<file path="src/rtl/psum_requant_packer.sv">
// psum_requant_packer: bias-add, requantize and clamp PE opsums to uint8, then
// pack four bytes per 32-bit word (byte k in [8k+7:8k]) toward the GLB.
module psum_requant_packer #(
  parameter int DATA_BITS  = 32,
  parameter int NUM_CH     = 4,
  parameter int SCALE_BITS = 16,
  parameter int CNT_BITS   = 16
) (
  input  logic                  clk,
  input  logic                  rst_n,
  input  logic                  cfg_en,
  input  logic [SCALE_BITS-1:0] cfg_scale,
  input  logic [4:0]            cfg_shift,
  input  logic [7:0]            cfg_zp,
  input  logic                  cfg_relu,
  input  logic [1:0]            cfg_ch_num,
  input  logic [CNT_BITS-1:0]   cfg_total,
  input  logic                  bias_we,
  input  logic [1:0]            bias_addr,
  input  logic [31:0]           bias_wdata,
  input  logic [DATA_BITS-1:0]  psum_in,
  input  logic                  psum_valid,
  output logic                  psum_ready,
  output logic [31:0]           out_data,
  output logic [3:0]            out_keep,
  output logic                  out_last,
  output logic                  out_valid,
  input  logic                  out_ready,
  output logic                  busy,
  output logic                  done
);
  localparam int SUM_W  = DATA_BITS + 1;
  localparam int PROD_W = SUM_W + SCALE_BITS + 1;

  typedef enum logic [1:0] {IDLE, RUN, DRAIN} state_t;
  state_t state;

  logic [SCALE_BITS-1:0]       scale_q;
  logic [4:0]                  shift_q;
  logic [7:0]                  zp_q;
  logic                        relu_q;
  logic [1:0]                  ch_num_q;
  logic [CNT_BITS-1:0]         total_q;
  logic [CNT_BITS-1:0]         accept_cnt;
  logic [1:0]                  ch_idx;
  logic [NUM_CH-1:0][31:0]     bias_tbl;

  logic                        stall, fire, fire_last;
  logic [1:0]                  vld_pipe, last_pipe;
  logic signed [SUM_W-1:0]     sum_q;
  logic signed [PROD_W-1:0]    prod_q;
  logic [3:0][7:0]             pack_q, pack_nx;
  logic [1:0]                  pack_cnt;
  logic [3:0]                  keep_nx;

  assign stall      = out_valid && !out_ready;
  assign psum_ready = (state == RUN) && !stall;
  assign fire       = psum_valid && psum_ready;
  assign fire_last  = fire && (accept_cnt == total_q - CNT_BITS'(1));
  assign busy       = (state != IDLE);

  // Control FSM; bias table and cfg are only writable while idle
  always_ff @(posedge clk or negedge rst_n) begin
    if (!rst_n) begin
      state      <= IDLE;
      scale_q    <= '0;
      shift_q    <= '0;
      zp_q       <= '0;
      relu_q     <= 1'b0;
      ch_num_q   <= '0;
      total_q    <= '0;
      accept_cnt <= '0;
      ch_idx     <= '0;
      bias_tbl   <= '0;
      done       <= 1'b0;
    end else begin
      done <= 1'b0;
      case (state)
        IDLE: begin
          if (bias_we) bias_tbl[bias_addr] <= bias_wdata;
          if (cfg_en) begin
            scale_q    <= cfg_scale;
            shift_q    <= cfg_shift;
            zp_q       <= cfg_zp;
            relu_q     <= cfg_relu;
            ch_num_q   <= cfg_ch_num;
            total_q    <= (cfg_total == '0) ? CNT_BITS'(1) : cfg_total;
            accept_cnt <= '0;
            ch_idx     <= '0;
            state      <= RUN;
          end
        end
        RUN: begin
          if (fire) begin
            accept_cnt <= accept_cnt + CNT_BITS'(1);
            ch_idx     <= (ch_idx == ch_num_q) ? 2'd0 : ch_idx + 2'd1;
          end
          if (fire_last) state <= DRAIN;
        end
        DRAIN: begin
          if (out_valid && out_ready && out_last) begin
            state <= IDLE;
            done  <= 1'b1;
          end
        end
        default: state <= IDLE;
      endcase
    end
  end

  logic signed [SUM_W-1:0]  psum_ext, bias_ext;
  logic signed [PROD_W-1:0] sum_ext, scale_ext, rnd, r;
  logic [PROD_W:0]          v;
  logic [7:0]               byte_c;

  always_comb begin
    psum_ext  = {{(SUM_W-DATA_BITS){psum_in[DATA_BITS-1]}}, psum_in};
    bias_ext  = {{(SUM_W-32){bias_tbl[ch_idx][31]}}, bias_tbl[ch_idx]};
    sum_ext   = {{(PROD_W-SUM_W){sum_q[SUM_W-1]}}, sum_q};
    scale_ext = {{(PROD_W-SCALE_BITS){1'b0}}, scale_q};
    // Round half up, then arithmetic shift
    rnd = '0;
    if (shift_q != 5'd0) rnd = PROD_W'(1) << (shift_q - 5'd1);
    r = (prod_q + rnd) >>> shift_q;
    if (relu_q && r[PROD_W-1]) r = '0;
    v = {r[PROD_W-1], r} + {{(PROD_W-7){1'b0}}, zp_q};
    if (v[PROD_W])            byte_c = 8'h00;
    else if (|v[PROD_W-1:8])  byte_c = 8'hFF;
    else                      byte_c = v[7:0];
  end

  always_ff @(posedge clk or negedge rst_n) begin
    if (!rst_n) begin
      vld_pipe  <= '0;
      last_pipe <= '0;
      sum_q     <= '0;
      prod_q    <= '0;
    end else if (!stall) begin
      vld_pipe  <= {vld_pipe[0], fire};
      last_pipe <= {last_pipe[0], fire_last};
      sum_q     <= psum_ext + bias_ext;
      prod_q    <= sum_ext * scale_ext;
    end
  end

  always_comb begin
    pack_nx           = pack_q;
    pack_nx[pack_cnt] = byte_c;
    for (int k = 0; k < 4; k++) keep_nx[k] = (k <= int'(pack_cnt));
  end

  // Separate accumulator keeps out_data stable while the next word fills
  always_ff @(posedge clk or negedge rst_n) begin
    if (!rst_n) begin
      pack_q    <= '0;
      pack_cnt  <= '0;
      out_data  <= '0;
      out_keep  <= '0;
      out_last  <= 1'b0;
      out_valid <= 1'b0;
    end else begin
      if (out_valid && out_ready) out_valid <= 1'b0;
      if (state == IDLE && cfg_en) begin
        pack_q   <= '0;
        pack_cnt <= '0;
      end else if (!stall && vld_pipe[1]) begin
        if (pack_cnt == 2'd3 || last_pipe[1]) begin
          out_data  <= pack_nx;
          out_keep  <= keep_nx;
          out_last  <= last_pipe[1];
          out_valid <= 1'b1;
          pack_q    <= '0;
          pack_cnt  <= '0;
        end else begin
          pack_q   <= pack_nx;
          pack_cnt <= pack_cnt + 2'd1;
        end
      end
    end
  end
endmodule

</file>
<file path="config.mk">
export PLATFORM = sky130hd
export DESIGN_NAME = psum_requant_packer
export DESIGN_NICKNAME = d
export VERILOG_FILES = /design/src/rtl/psum_requant_packer.sv
export SDC_FILE = /design/constraint.sdc
export NUM_CORES = 2
export LEC_CHECK = 0
export ABC_AREA = 1
export BUFFER_PORTS_ARGS = -buffer_cell sky130_fd_sc_hd__buf_2
export CAP_MARGIN = 30
export CORE_MARGIN = 1.5
export CORE_UTILIZATION = 65
export DETAILED_ROUTE_END_ITERATION = 10
export PLACE_DENSITY_LB_ADDON = 0.1
export SETUP_SLACK_MARGIN = 0.2
export SKIP_LAST_GASP = 1
export SLEW_MARGIN = 10
export SYNTH_ARGS = -nofsm -noshare
export SYNTH_HDL_FRONTEND = slang
export SYNTH_SLANG_ARGS = --single-unit
</file>
<file path="constraint.sdc">
create_clock -name clk -period 8.92 [get_ports clk]
set_input_delay 0.892 -clock clk [delete_from_list [all_inputs] [get_ports clk]]
set_output_delay 0.892 -clock clk [all_outputs]
set_load 0.02 [all_outputs]
</file>
* After elaboration in Yosys (flattened, before gate mapping)
Cells that the tools add are included.
** Word-level totals
- ROM bits :: 0
- Bits in latches :: 0
- Memories kept :: 0
- Register bits after elaboration :: 356
- Word-level logic and storage cells :: 118
- Memory bits (writable) :: 0
- Output and inout bits :: 41
** Operators by class
- Bitwise operators :: 1
- Add/subtract/negate cells :: 8
- Reduce and logical (&&, ||, !) cells :: 26
- Div/mod/pow operators :: 0
- Equality and inequality tests :: 9
- Multipliers :: 1
- Shift-type cells :: 2
- Magnitude comparators :: 8
- Muxes and demuxes :: 36
** Operators with widths (count)
- 32-bit 2-to-1 mux :: 5
- 128-bit bitwise mux :: 1
- 50-bit 2-to-1 mux :: 2
- 32-bit binary-select mux with 2-bit select :: 1
- 32-bit demux with 2-bit select :: 1
- 50-bit by 9-bit adder with 51-bit output :: 1
- 50-bit adder :: 1
- 33-bit by 17-bit multiplier with 50-bit output :: 1
- 1-bit by 5-bit << shifter with 50-bit output (first input constant) :: 1
- 50-bit by 5-bit >>> shifter with 50-bit output :: 1
- 16-bit 2-to-1 mux :: 3
- 42-bit OR reduction :: 1
- 32-bit by 32-bit adder with 33-bit output :: 1
- 32-bit bitwise mux :: 1
- 16-bit one-hot mux with 2 select lines :: 1
- 8-bit 2-to-1 mux :: 3
- 2-bit 2-to-1 mux :: 9
- 16-bit by 1-bit adder with 16-bit output (second input constant) :: 1
- 8-bit demux with 2-bit select :: 1
- 16-bit equality test :: 1
- 16-bit zero test :: 1
- 16-bit by 1-bit subtractor with 16-bit output (second input constant) :: 1
- 1-bit logical AND :: 11
- 2-bit by 3-bit < comparator with 1-bit output (second input constant) :: 3
- other kinds (20) :: 38

* Logic depth before layout (Yosys ltp)
- Depth after elaboration :: 15
- Depth in mapped cells :: 58

* Worst setup path after synthesis
OpenSTA, ideal clock, no wires.
- Kind :: flip-flop to flip-flop
- Start :: register shift_q[0]
- End :: register out_data[3]
- Slack :: 2.216 ns
- Buffers on the path :: 3
- Clock period less this slack :: 6.704 ns
- Cell stages (with the launch flop) :: 55
- Data required time :: 8.801 ns
- Arrival time :: 6.584 ns
- Setup time :: 0.119 ns
- Cell sequence :: dfrtp_1 -> clkbuf_8 -> clkbuf_1 -> clkbuf_1 -> nor2_1 -> inv_1 -> nor2_1 -> nand2_1 -> nand2_1 -> nand2_1 -> nor2_1 -> ha_1 -> fa_1 -> nand3_1 -> nand3_1 -> nand2_1 -> nand2_2 -> nand2_1 -> [19 not listed] -> a21oi_1 -> nand3b_4 -> inv_4 -> nand2_1 -> nor2_4 -> nand2_4 -> nor2_4 -> nand3_1 -> nand2_1 -> nand3_1 -> nor2_1 -> nand2_2 -> nor2_4 -> nand3_2 -> nand2_4 -> nand2_1 -> nand3_1 -> nand2_1
** On the way
- Longest elaborated chain between the ends :: 12
- Elaborated cells between the ends (all ways) :: 13
- Classes of those cells :: add/sub (3); shift (2); mux (5); reduce/logical (3)
** Ends and longest elaborated chain
- from (decl) :: line 39 : logic [4:0] shift_q;
- from (signal assigned) :: line 83 : shift_q <= cfg_shift;
- 5-bit by 1-bit subtractor with 5-bit output :: line 123 : if (shift_q != 5'd0) rnd = PROD_W'(1) << (shift_q - 5'd1);
- 1-bit by 5-bit << shifter with 50-bit output :: line 123
- 50-bit 2-to-1 mux :: line 123
- 50-bit adder :: line 124 : r = (prod_q + rnd) >>> shift_q;
- 50-bit by 5-bit >>> shifter with 50-bit output * :: line 124
- 1-bit logical AND :: line 125 : if (relu_q && r[PROD_W-1]) r = '0;
- 50-bit 2-to-1 mux * :: line 125
- 50-bit by 9-bit adder with 51-bit output * :: line 126 : v = {r[PROD_W-1], r} + {{(PROD_W-7){1'b0}}, zp_q};
- 42-bit OR reduction :: line 128 : else if (|v[PROD_W-1:8]) byte_c = 8'hFF;
- 8-bit 2-to-1 mux :: line 128
- 8-bit 2-to-1 mux * :: line 127 : if (v[PROD_W]) byte_c = 8'h00;
- 32-bit bitwise mux * :: line 148 : pack_nx[pack_cnt] = byte_c;
- to (signal assigned) :: line 168 : out_data <= pack_nx;
- to (decl) :: line 24 : output logic [31:0] out_data,
Every way passes the cells marked *; elsewhere a longest branch is shown, timed or not.
A chain may end at the register's enable or synchronous reset.

* Final worst setup path
- Start :: register shift_q[0]
- End :: register out_data[5]
Same word-level chain as after synthesis.

==> impl_metrics.yaml <==
status:
  status: "complete, but fails checks"
  violations: "design-rule violations"
timing:
  max_freq_mhz: 124.8
  rsz0062_at_grt: "no"
  max_slew_margin: 0.2955
  period_needed_ns: 8.012
  finalHoldViolations: 0
  fin_setup_tns_ns: 0
  min_period_over_period: 0.8983
  drv_slew: 0
  fin_skew_ns: 0.05071
  worst_pin_slew_ns: 1.057
  finalSetupViolCount: 0
global_routing:
  antenna_found_initial: 3
  gr-usage-met1: 0.4872
  use_met3: 0.06488
  grt_overflow: 0
  groute.usage.overall: 0.3653
  grt_pass1_vias: 40370
  grt_pass1_wl_mm: 206.2
  grt_max_degree: 146
  grt_use_met2: 0.5986
  top_usage_layer: "met2"
critical_path:
  crit_type: "reg -> reg"
  r2r_start: "shift_q[0]"
  timing.critical_path.to_type: "register"
  r2r_slack_ns: 0.91
  crit_fanout: 14
  crit_arrival_ns: 8.49
  ff2ff_path_depth: 52
  start_kind: "register"
  cp_slowest_stage_delay_ns: 0.48
  cpMaxStageDelayCell: "dfrtp_2"
  required_ns: 9.40
  cp_common_cell: "nand2_1"
  crit_start: "shift_q[0]"
  endpoint: "out_data[5]"
  reg2reg_to: "out_data[5]"
drt:
  drc_errors: 1
  wl_per_cell_um: 17.33
  dr.pass1.iters: 10
  drt_wl_total_mm: 126.1
  drtIter0Drc: 3616
  drtAntennaViolNets: 0
  vias_per_cell: 5.586
  vias: 40640
final_layout:
  area_growth_syn_to_layout_pct: 5.684
  final_common_cell: "nand2_1"
  layout.cells.non_filler: 7275
  num-nets-final: 7132
  fill_cells: 5933
  final_layout_size_suffix_gt1_frac: 0.08532
  post-route-util: 0.6940
  final_cell_mix: "nand2_1 (1871), inv_1 (1184), nand3_1 (565)"
die:
  row_count: 96
  die_h_um: 266.2
  io_pins: 161
  dieWidth_um: 266.2
  die_area_um2: 70880
  core_um2: 68590
  start_util: 0.6567
placement:
  globalplace.congestion: 1.007
  io_buffers: 160
  dp_cells: 7194
  hpwl_mm: 99.11
cts:
  h-tree-depth: 2
  cts_made_buffers: 42
  path_clk_slew_ns: 0.07
  clockRootBuffer: "clkbuf_16"
  postCtsHoldBufs: 0
  cts-resized-gates: 0
  insertion_delay_ns: 0.60
  clockBufferDepth: 3
  post-cts-setup-buffer-count: 0
  cts.sinks: 356
  cts_tree: "yes"
yosys:
  ys.flop_type: "dfrtp_1"
  synth.cell_area_um2: 45040
  synthArstFlopShare: 1.000
  yosysSeqAreaShare: 0.1978
  yosys.area.top_type: "fa_1"
  syn_inst: 6336
  avgSynthCellArea_um2: 7.108
  synth_nets: 7159
  yosys.cell_types.count: 63
  yosys_warnings: 0
  synth_top_area_frac: 0.2249
  synth_edf_count: 0
  yosys-top-cells-area: "fa_1 (22%), dfrtp_1 (20%), nand2_1 (16%)"
  synth_seq_cells: 356
min_path:
  hold_class: "in -> async"
run:
  drv_cap: 0
## cell type report
class	count	area, µm²	area share
inverters	1210	4544	0.09548
diodes	3	7.507	0.0001577
repair buffers	221	1401	0.02944
flip-flops and latches	356	8915	0.1873
well taps	931	1165	0.02447
multi-input cells	4478	30150	0.6333
clock buffers	56	1164	0.02445
clock inverters	20	255.2	0.005363
## layer usage
layer	vias up	wire, µm
met5	-	0
met4	0	4844
met3	333	10730
met2	1715	58780
met1	19290	51700
li1	19300	-
## cell families (layout without fill, tap and decap cells)
group                      count (synthesis)  count (layout)  share of synthesized area
and+or+nand+nor                         3067            3067                     0.2956
xor gates and xnor gates                 110             110                    0.02139
AOI/OAI and AO/OA                        596             596                    0.07154
other                                      1               4                 0.00008326
muxes                                      1               1                  0.0002500
buffers and inverters                   1502            1507                     0.1337
DFF                                      356             356                     0.1978
adders and majority gates                703             703                     0.2796
## state kept, by name (all words and copies together), names as in the netlist, 8 cells and up
signal	flops
scale_q	16
prod_q	50
sum_q	33
pack_q	32
zp_q	8
accept_cnt	16
total_q	16
out_data	32
bias_tbl	128
## critical path: cells and delay by family (launching register included)
kind / cells / cell delay (ns)
compound gates: 5 / 0.83
buf+inv: 4 / 0.30
fa+ha+maj: 3 / 0.75
simple gates: 40 / 5.47
flops: 1 / 0.48
## cell usage after synthesis (8+ instances only)
cell and instances:
a21oi_1 161, a31oi_1 23, buf_1 10, buf_2 12, buf_4 10, clkbuf_1 225
clkbuf_8 28, dfrtp_1 356, fa_1 506, ha_1 197, inv_1 1187, inv_2 16
nand2_1 1872, nand2_2 61, nand2_4 8, nand3_1 569, nand3_2 44, nand3b_1 8
nand4_1 48, nor2_1 320, nor2_2 39, nor2_4 13, nor3_1 17, nor4_1 8
o211ai_1 14, o21ai_0 323, o21bai_1 11, o22ai_1 32, or2_2 42, xnor2_1 56
xor2_1 54
## worst min-delay path by stage
stage,endpoint,slack (ns),depth (start not counted),start
detailed placement,out_keep[0],0.45,1,out_keep[0]
CTS,shift_q[0],0.32,1,rst_n
floorplan,pack_q[0],0.44,2,pack_q[0]
global placement,out_keep[0],0.45,1,out_keep[0]
global route,scale_q[6],0.35,1,rst_n
finish,scale_q[6],0.31,1,rst_n
## metrics by stage
step | setup WS, ns | hold slack (ns) | area (µm²)
6_report | 0.9076 | 0.3095 | 47600
5_1_grt | 0.2797 | 0.3530 | 47590
3_5_place_dp | 1.178 | 0.4489 | 46110
3_3_place_gp | 1.246 | 0.4505 | 46000
2_1_floorplan | 2.216 | 0.4410 | 45040
4_1_cts | 1.092 | 0.3215 | 47530
Power is not shown: default switching activity piles up to over one toggle a cycle in this logic, so the estimate is an artifact.
